File: src/rtl/vol_ramp_ctrl_if.sv
// -----------------------------------------------------------------------------
// vol_ramp_ctrl_if
// Volume-word handshake between the ramp controller (master) and the MP3 SCI
// writer (slave).
//   o_vol        16  SCI_VOL word {att, att}, driven by the controller
//   o_vol_valid   1  o_vol holds a new value awaiting i_vol_ack
//   i_vol_ack     1  SCI writer has accepted o_vol
// -----------------------------------------------------------------------------
interface vol_ramp_ctrl_if;
   logic [15:0] o_vol;
   logic        o_vol_valid;
   logic        i_vol_ack;

   modport master (
      output o_vol,
      output o_vol_valid,
      input  i_vol_ack
   );

   modport slave (
      input  o_vol,
      input  o_vol_valid,
      output i_vol_ack
   );
endinterface

File: src/rtl/vol_ramp_ctrl.sv
// -----------------------------------------------------------------------------
// vol_ramp_ctrl
// Volume level register with a ramped attenuation output for the VS1003
// SCI_VOL register. Level changes and pause produce a target attenuation;
// the current attenuation walks toward it and each new value is handed to the
// SCI writer through a valid/ack handshake.
//
// Configuration macro: VOL_RAMP_EN
//   defined   : attenuation moves one LSB every RAMP_DIV clocks
//   undefined : attenuation jumps to the target in one cycle (no divider)
//
// Ports
//   clk          in   system clock, rising edge
//   rst          in   synchronous active-high reset
//   i_vol_plus   in   one-cycle pulse, one level louder
//   i_vol_dec    in   one-cycle pulse, one level quieter
//   i_pause      in   level, high fades to silence
//   vif          --   master side of vol_ramp_ctrl_if (o_vol/o_vol_valid/i_vol_ack)
//   o_vol_level  out  target level 0 (loudest) .. 8 (quietest)
//   o_silent     out  current attenuation equals 0xFE
// -----------------------------------------------------------------------------
module vol_ramp_ctrl #(
   parameter int unsigned RAMP_DIV   = 100000,
   parameter int unsigned STEP       = 16,
   parameter int unsigned INIT_LEVEL = 2
) (
   input  logic                   clk,
   input  logic                   rst,
   input  logic                   i_vol_plus,
   input  logic                   i_vol_dec,
   input  logic                   i_pause,
   vol_ramp_ctrl_if.master        vif,
   output logic [3:0]             o_vol_level,
   output logic                   o_silent
);

   localparam logic [3:0] MAX_LEVEL  = 4'd8;
   localparam logic [3:0] INIT_LVL   = 4'(INIT_LEVEL);
   localparam logic [7:0] STEP_B     = 8'(STEP);
   localparam logic [7:0] SILENT_ATT = 8'hFE;
   localparam logic [7:0] INIT_ATT   = 8'(INIT_LEVEL * STEP);

   // Parameter sanity: the level*STEP product must fit below the silent code.
   if (RAMP_DIV < 1 || STEP * 8 > 254 || INIT_LEVEL > 8) begin : g_cfg_check
      $error("vol_ramp_ctrl: illegal RAMP_DIV/STEP/INIT_LEVEL");
   end

   typedef enum logic [1:0] {
      ST_IDLE = 2'd0,
      ST_WAIT = 2'd1,
      ST_PEND = 2'd2
   } state_e;

   state_e     state_q, state_d;
   logic [3:0] level_q, level_d;
   logic [7:0] att_q, att_d;
   logic       valid_q, valid_d;
   logic [7:0] target_s;

`ifdef VOL_RAMP_EN
   localparam int unsigned     DIV_W    = (RAMP_DIV > 1) ? $clog2(RAMP_DIV) : 1;
   localparam logic [DIV_W-1:0] DIV_LOAD = DIV_W'(RAMP_DIV - 1);
   logic [DIV_W-1:0] div_q, div_d;
`endif

   // Level next-state: simultaneous plus/dec cancel, both ends saturate.
   always_comb begin
      level_d = level_q;
      if (i_vol_plus && !i_vol_dec) begin
         if (level_q != 4'd0) begin
            level_d = level_q - 4'd1;
         end else begin
            level_d = level_q;
         end
      end else if (i_vol_dec && !i_vol_plus) begin
         if (level_q != MAX_LEVEL) begin
            level_d = level_q + 4'd1;
         end else begin
            level_d = level_q;
         end
      end else begin
         level_d = level_q;
      end
   end

   // Target attenuation, re-evaluated every cycle from the latched level.
   always_comb begin
      target_s = {4'd0, level_q} * STEP_B;
      if (i_pause) begin
         target_s = SILENT_ATT;
      end else begin
         target_s = {4'd0, level_q} * STEP_B;
      end
   end

   // FSM next-state and datapath; att is only touched on the step that raises valid,
   // so o_vol never moves while a word is pending.
   always_comb begin
      state_d = state_q;
      att_d   = att_q;
      valid_d = valid_q;
`ifdef VOL_RAMP_EN
      div_d   = div_q;
`endif
      case (state_q)
         ST_IDLE: begin
            valid_d = 1'b0;
            if (att_q != target_s) begin
`ifdef VOL_RAMP_EN
               div_d   = DIV_LOAD;
               state_d = ST_WAIT;
`else
               att_d   = target_s;
               valid_d = 1'b1;
               state_d = ST_PEND;
`endif
            end else begin
               state_d = ST_IDLE;
            end
         end
`ifdef VOL_RAMP_EN
         ST_WAIT: begin
            if (div_q != '0) begin
               div_d = div_q - DIV_W'(1);
            end else if (att_q != target_s) begin
               // Step direction follows whatever the target is at expiry.
               if (att_q < target_s) begin
                  att_d = att_q + 8'd1;
               end else begin
                  att_d = att_q - 8'd1;
               end
               valid_d = 1'b1;
               state_d = ST_PEND;
            end else begin
               state_d = ST_IDLE;
            end
         end
`endif
         ST_PEND: begin
            if (vif.i_vol_ack) begin
               valid_d = 1'b0;
               state_d = ST_IDLE;
            end else begin
               valid_d = 1'b1;
            end
         end
         default: begin
            valid_d = 1'b0;
            state_d = ST_IDLE;
         end
      endcase
   end

   // State, level, attenuation and valid registers.
   always_ff @(posedge clk) begin
      if (rst) begin
         state_q <= ST_IDLE;
         level_q <= INIT_LVL;
         att_q   <= INIT_ATT;
         valid_q <= 1'b0;
      end else begin
         state_q <= state_d;
         level_q <= level_d;
         att_q   <= att_d;
         valid_q <= valid_d;
      end
   end

`ifdef VOL_RAMP_EN
   // Step divider register.
   always_ff @(posedge clk) begin
      if (rst) begin
         div_q <= '0;
      end else begin
         div_q <= div_d;
      end
   end
`endif

   assign vif.o_vol       = {att_q, att_q};
   assign vif.o_vol_valid = valid_q;
   assign o_vol_level     = level_q;
   assign o_silent        = (att_q == SILENT_ATT);

endmodule

File: src/flat_wrapper.sv
// flat-port wrapper written by rule: the top's interface ports become plain ports
module vol_ramp_ctrl_flat 
#(
   parameter int unsigned RAMP_DIV   = 100000,
   parameter int unsigned STEP       = 16,
   parameter int unsigned INIT_LEVEL = 2
)
  (clk, rst, i_vol_plus, i_vol_dec, i_pause, o_vol_level, o_silent, vif_o_vol, vif_o_vol_valid, vif_i_vol_ack);
  vol_ramp_ctrl_if vif_i ();
  input  logic clk;
  input  logic rst;
  input  logic i_vol_plus;
  input  logic i_vol_dec;
  input  logic i_pause;
  output logic [3:0] o_vol_level;
  output logic o_silent;
  output wire logic [$bits(vif_i.o_vol)-1:0] vif_o_vol;
  output wire logic [$bits(vif_i.o_vol_valid)-1:0] vif_o_vol_valid;
  input wire logic [$bits(vif_i.i_vol_ack)-1:0] vif_i_vol_ack;
  assign vif_o_vol = vif_i.o_vol;
  assign vif_o_vol_valid = vif_i.o_vol_valid;
  assign vif_i.i_vol_ack = vif_i_vol_ack;
  vol_ramp_ctrl #(.RAMP_DIV(RAMP_DIV), .STEP(STEP), .INIT_LEVEL(INIT_LEVEL)) u_core (.clk(clk), .rst(rst), .i_vol_plus(i_vol_plus), .i_vol_dec(i_vol_dec), .i_pause(i_pause), .vif(vif_i), .o_vol_level(o_vol_level), .o_silent(o_silent));
endmodule
File: config.mk
export PLATFORM = sky130hd
export DESIGN_NAME = vol_ramp_ctrl_flat
export DESIGN_NICKNAME = d
export VERILOG_FILES = /design/src/rtl/vol_ramp_ctrl_if.sv /design/src/rtl/vol_ramp_ctrl.sv /design/src/flat_wrapper.sv
export SDC_FILE = /design/constraint.sdc
export NUM_CORES = 1
export LEC_CHECK = 0
export ABC_AREA = 0
export CORE_ASPECT_RATIO = 1.25
export CORE_UTILIZATION = 42
export DETAILED_ROUTE_END_ITERATION = 8
export GPL_TIMING_DRIVEN = 0
export PLACE_DENSITY_LB_ADDON = 0.12
export SLEW_MARGIN = 20
export SYNTH_ARGS = -nofsm -noshare
export SYNTH_HDL_FRONTEND = slang
export SYNTH_SLANG_ARGS = --single-unit
File: constraint.sdc
create_clock -name clk -period 3.9 [get_ports clk]
set_input_delay 0.78 -clock clk [delete_from_list [all_inputs] [get_ports clk]]
set_output_delay 0.78 -clock clk [all_outputs]
set_load 0.02 [all_outputs]
After elaboration in Yosys (flattened, before gate mapping):

Index checks and enable logic that the tools add are counted.

* output and inout bits: 22
* word-level logic and storage cells: 33
* flip-flop bits (word level): 15
* bits of input ports: 6

* muxes and demuxes: 11
* equality and inequality tests: 6
* add/sub/neg operators: 2
* reduce and logical (&&, ||, !) cells: 10

Operator list (count)
* $mux W4: 4
* $eq A8 B8 Y1 const B: 1
* $mux W8: 1
* $ne A8 B8 Y1: 1
* $add A4 B1 Y4 const B: 1
* $mux W2: 2
* $ne A2 B2 Y1 const B: 2
* $ne A4 B4 Y1 const B: 1
* $pmux W2 S2: 1
* $reduce_bool A2 Y1: 2
* $reduce_bool A4 Y1: 1
* $sub A4 B1 Y4 const B: 1
* $reduce_and A3 Y1: 1
* $eq A2 B2 Y1 const B: 1
* $logic_and A1 B1 Y1: 2
* $logic_not A1 Y1: 2
* $logic_not A2 Y1: 1
* $mux W1: 2
* $pmux W1 S2: 1
* $reduce_and A2 Y1: 1

Longest topological paths before layout:

* depth in word-level cells: 4
* depth in mapped cells: 7
* mapped depth without buffers: 7

Worst setup path after synthesis:

OpenSTA, ideal clock, no wires.

* path type: input -> register
* from: input port i_vol_plus
* to: register u_core.level_q[2], in the netlist u_core.o_vol_level[2]
* library setup time: 71 ps
* buffers on the path: 0
* stages on the path: 7
* slack: 2038 ps
* arrival time: 1791 ps
* required time: 3829 ps
* path through: nor2b_4 -> xor2_1 -> ha_1 -> nor2_1 -> mux2i_1 -> or3_1 -> a21oi_1

* cells in the longest elaborated chain, start to end: 4
* elaborated cells on any way between the ends: 8
* those cells by class: eq/ne (1); mux (1); reduce/logical (6)

Ends and longest elaborated chain
* start: declaration: line flat_wrapper.sv:12 `input logic i_vol_plus;`
* $logic_not A1 Y1: line vol_ramp_ctrl.sv:75 `end else if (i_vol_dec && !i_vol_plus) begin`
* $logic_and A1 B1 Y1: line vol_ramp_ctrl.sv:75
* $reduce_bool A2 Y1 (no line)
* $reduce_and A3 Y1 (no line)
* end signal: assignment: line vol_ramp_ctrl.sv:163 `level_q <= level_d;`
* end: declaration: line vol_ramp_ctrl.sv:55 `logic [3:0] level_q, level_d;`

Parallel ways exist; a longest one is shown, timed or not.
A chain may end at the register's enable or synchronous reset.

Worst setup path in the final report:

* from: register u_core.att_q[3]
* to: output port o_silent

* cells in the longest elaborated chain, start to end: 1

Ends and longest elaborated chain
* start: declaration: line vol_ramp_ctrl.sv:56 `logic [7:0] att_q, att_d;`
* start signal: assignment: line vol_ramp_ctrl.sv:164 `att_q <= att_d;`
* $eq A8 B8 Y1: line vol_ramp_ctrl.sv:183 `assign o_silent = (att_q == SILENT_ATT);`
* end: declaration: line flat_wrapper.sv:16 `output logic o_silent;`

No other way between the ends.

==> metrics.cfg <==
[global_routing]
antenna_found_initial = 0
grt_pass1_vias = 603
grt_pass1_wl_um = 2510
grt_usage = 0.183
grt_max_degree = 11
grt_overflow = 0

[critical_path]
crit_type = reg2out
end_kind = output pin
reg2reg_to = u_core.o_vol_level[2]$_SDFFE_PP0P_
timing.rr.start = u_core.o_vol_level[1]$_SDFFE_PP1P_
crit_fanout = 10
reg2reg_slack_ns = 2.37
cp.required_ns = 3.12
worstPathArrival_ns = 1.59
reg2reg_depth = 7
worstSetupStartpointType = flip-flop

[timing]
slew_violations = 0
period_needed_ns = 2.37
finalCritPeriodShare = 0.609
fin_setup_tns_ns = 0
timing.fmax_mhz = 421
setup_viol = 0
finalHoldViolCount = 0
rsz0062_at_grt = no
skew_ns = 0.00395

[synthesis]
avgSynthCellArea_um2 = 8.77
syn_area_um2 = 746
synth_seq_cells = 11
yosysUniqueCellTypes = 32
syn_inst = 85
yosysSeqAreaShare = 0.295
yosys_warnings = 0

[die]
fp-row-count = 16
io_pins = 28
die_x_um = 39.7
start_util = 0.460
core_um2 = 1620
die_area_um2 = 1950
die_h_um = 49.1

[placement]
post-dp-hpwl_um = 1150
gp_congestion = 0.795
io_buffer_count = 25

[cts]
cts_root_buffer = clkbuf_4
clk_path_buf_depth = 2
clk_latency_ns = 0.27
cts_setup_buffers = 0
cts_tree = built
cts_resized = 0
cts_buffers = 3
path_clk_slew_ns = 0.07
ctsHoldBuffers = 0
cts.htree.levels = 1
clkSinkCount = 11

[route]
drtIter0Drc = 3
viasPerCell = 5.05
wirelength_um = 1500
drtAntennaViolNets = 0
post_drt_wl_per_cell_um = 11.3
vias = 672
first_pass_iters = 4
drc_errors = 0

[power_and_ir_drop]
ir_drop_uv = 223
combPwrFrac = 0.441
switching_share = 0.353
p_per_area_nw_per_um2 = 383
p_int_mw = 0.260
pwr-share-clk = 0.200
finalPower_mw = 0.401
leakage_nw = 0.446
seq_power_share = 0.359
p_sw_mw = 0.142

[min_path]
hold_path_startpoint = u_core.att_q[7]$_SDFFE_PP0P_
min_path_type = reg2reg
min_path_cells = 2
min_to = u_core.att_q[7]$_SDFFE_PP0P_

[cells_and_area]
n_antenna_cell = 0
fin_util = 0.647
fill_cells = 132
areaGrowthSynthToFinish_pct = 40.6
drive_above_1_share = 0.200
nNetsFinal = 123

[run_status]
status = finished, final reports clean

[job]
max_cap_violations = 0

Yosys cell counts:
| cell type | number | share of area |
|---|---|---|
| a211o_1 | 1 | 0.012 |
| a211oi_1 | 1 | 0.010 |
| a211oi_2 | 1 | 0.017 |
| a21oi_1 | 6 | 0.040 |
| a41o_1 | 1 | 0.013 |
| and3_1 | 1 | 0.0084 |
| buf_1 | 1 | 0.0050 |
| buf_2 | 4 | 0.027 |
| buf_4 | 11 | 0.11 |
| conb_1 | 1 | 0.0050 |
| dfxtp_1 | 11 | 0.30 |
| ha_1 | 1 | 0.017 |
| inv_1 | 2 | 0.010 |
| mux2i_1 | 4 | 0.054 |
| mux4_1 | 1 | 0.035 |
| nand2_1 | 1 | 0.0050 |
| nand2b_1 | 4 | 0.034 |
| nand3_1 | 1 | 0.0067 |
| nor2_1 | 11 | 0.055 |
| nor2b_1 | 1 | 0.0084 |
| nor2b_4 | 1 | 0.018 |
| nor3_1 | 1 | 0.0067 |
| nor3_2 | 1 | 0.013 |
| nor3b_1 | 1 | 0.010 |
| nor4_1 | 2 | 0.017 |
| o21ai_0 | 1 | 0.0067 |
| o21ai_1 | 1 | 0.0067 |
| o21bai_1 | 1 | 0.010 |
| o22ai_2 | 1 | 0.017 |
| o32a_4 | 1 | 0.030 |
| or3_1 | 3 | 0.025 |
| xor2_1 | 6 | 0.070 |
metal layers:
metal | global-route usage | vias up | part of all wire
met4 | 0.103 | 0 | 0.027
met5 | 0 | - | 0
met1 | 0.186 | 306 | 0.40
met3 | 0.0274 | 5 | 0.039
li1 | - | 340 | -
met2 | 0.325 | 21 | 0.54
final cells by class:
cell class	count	area, µm²	share of cell area
repair buffers	25	250	0.239
inverters	2	7.51	0.00716
flip-flops and latches	11	220	0.210
well taps	18	22.5	0.0215
multi-input cells	57	415	0.396
plain buffers	16	106	0.101
clock buffers	4	26.3	0.0251
kinds of logic after synthesis:
kind of cell | Yosys count | share of synthesized area
XOR/XNOR | 6 | 0.0705
flip-flops | 11 | 0.295
multiplexers | 5 | 0.0889
adder cells (fa/ha/maj) | 1 | 0.0168
AND/OR/NAND/NOR | 28 | 0.208
buffers and inverters | 18 | 0.153
AO/OA/AOI/OAI | 15 | 0.163
other | 1 | 0.00503
through the flow:
step / instance area, µm² / setup WS [ns] / instances / hold slack (ns)
floorplan: 749 / 2.04 / 86 / 0.547
finish: 1050 / 1.53 / 133 / 0.567
global route: 1050 / 1.38 / 133 / 0.595
global placement: 1020 / 1.49 / 129 / 0.543
CTS: 1050 / 1.51 / 133 / 0.573
detailed placement: 1020 / 1.44 / 129 / 0.563
placed cells by master (no fill, tap or decap), types with 2 or more instances in the layout:
cell type,n
nand2b_1,4
buf_4,11
clkbuf_4,3
conb_1,2
nor2_1,11
buf_2,4
or3_1,3
dfxtp_1,11
nor4_1,2
mux2i_1,4
clkdlybuf4s50_1,25
a21oi_1,6
xor2_1,6
inv_1,2
registers in the layout, indices dropped and copies added (netlist names):
name,count
u_core.o_vol_level,4
u_core.state_q,1
u_core.vif.o_vol_valid,1
u_core.att_q,5
critical path: stages (launching register included):
cell             delay [ns]
dfxtp_1                0.49
nand3_1                0.11
nor2_1                 0.12
clkdlybuf4s50_1        0.60
power groups by stage:
stage          sequential (mW)  clock (mW)  combinational [mW]
2_1_floorplan            0.158           0               0.102
3_3_place_gp             0.146           0               0.174
3_5_place_dp             0.147           0               0.178
4_1_cts                  0.144      0.0813               0.178
5_1_grt                  0.147      0.0881               0.191
6_report                 0.144      0.0803               0.177
worst max-delay path by stage:
stage,start,to,cells after the start
floorplan,i_vol_plus,u_core.o_vol_level[2]$_SDFFE_PP0P_,7
global placement,i_vol_plus,u_core.o_vol_level[2]$_SDFFE_PP0P_,8
detailed placement,i_vol_dec,u_core.o_vol_level[2]$_SDFFE_PP0P_,8
CTS,u_core.att_q[3]$_SDFFE_PP0P_,o_silent,3
global route,u_core.att_q[3]$_SDFFE_PP0P_,o_silent,3
finish,u_core.att_q[3]$_SDFFE_PP0P_,o_silent,3
(Power assumes the default switching activity.)
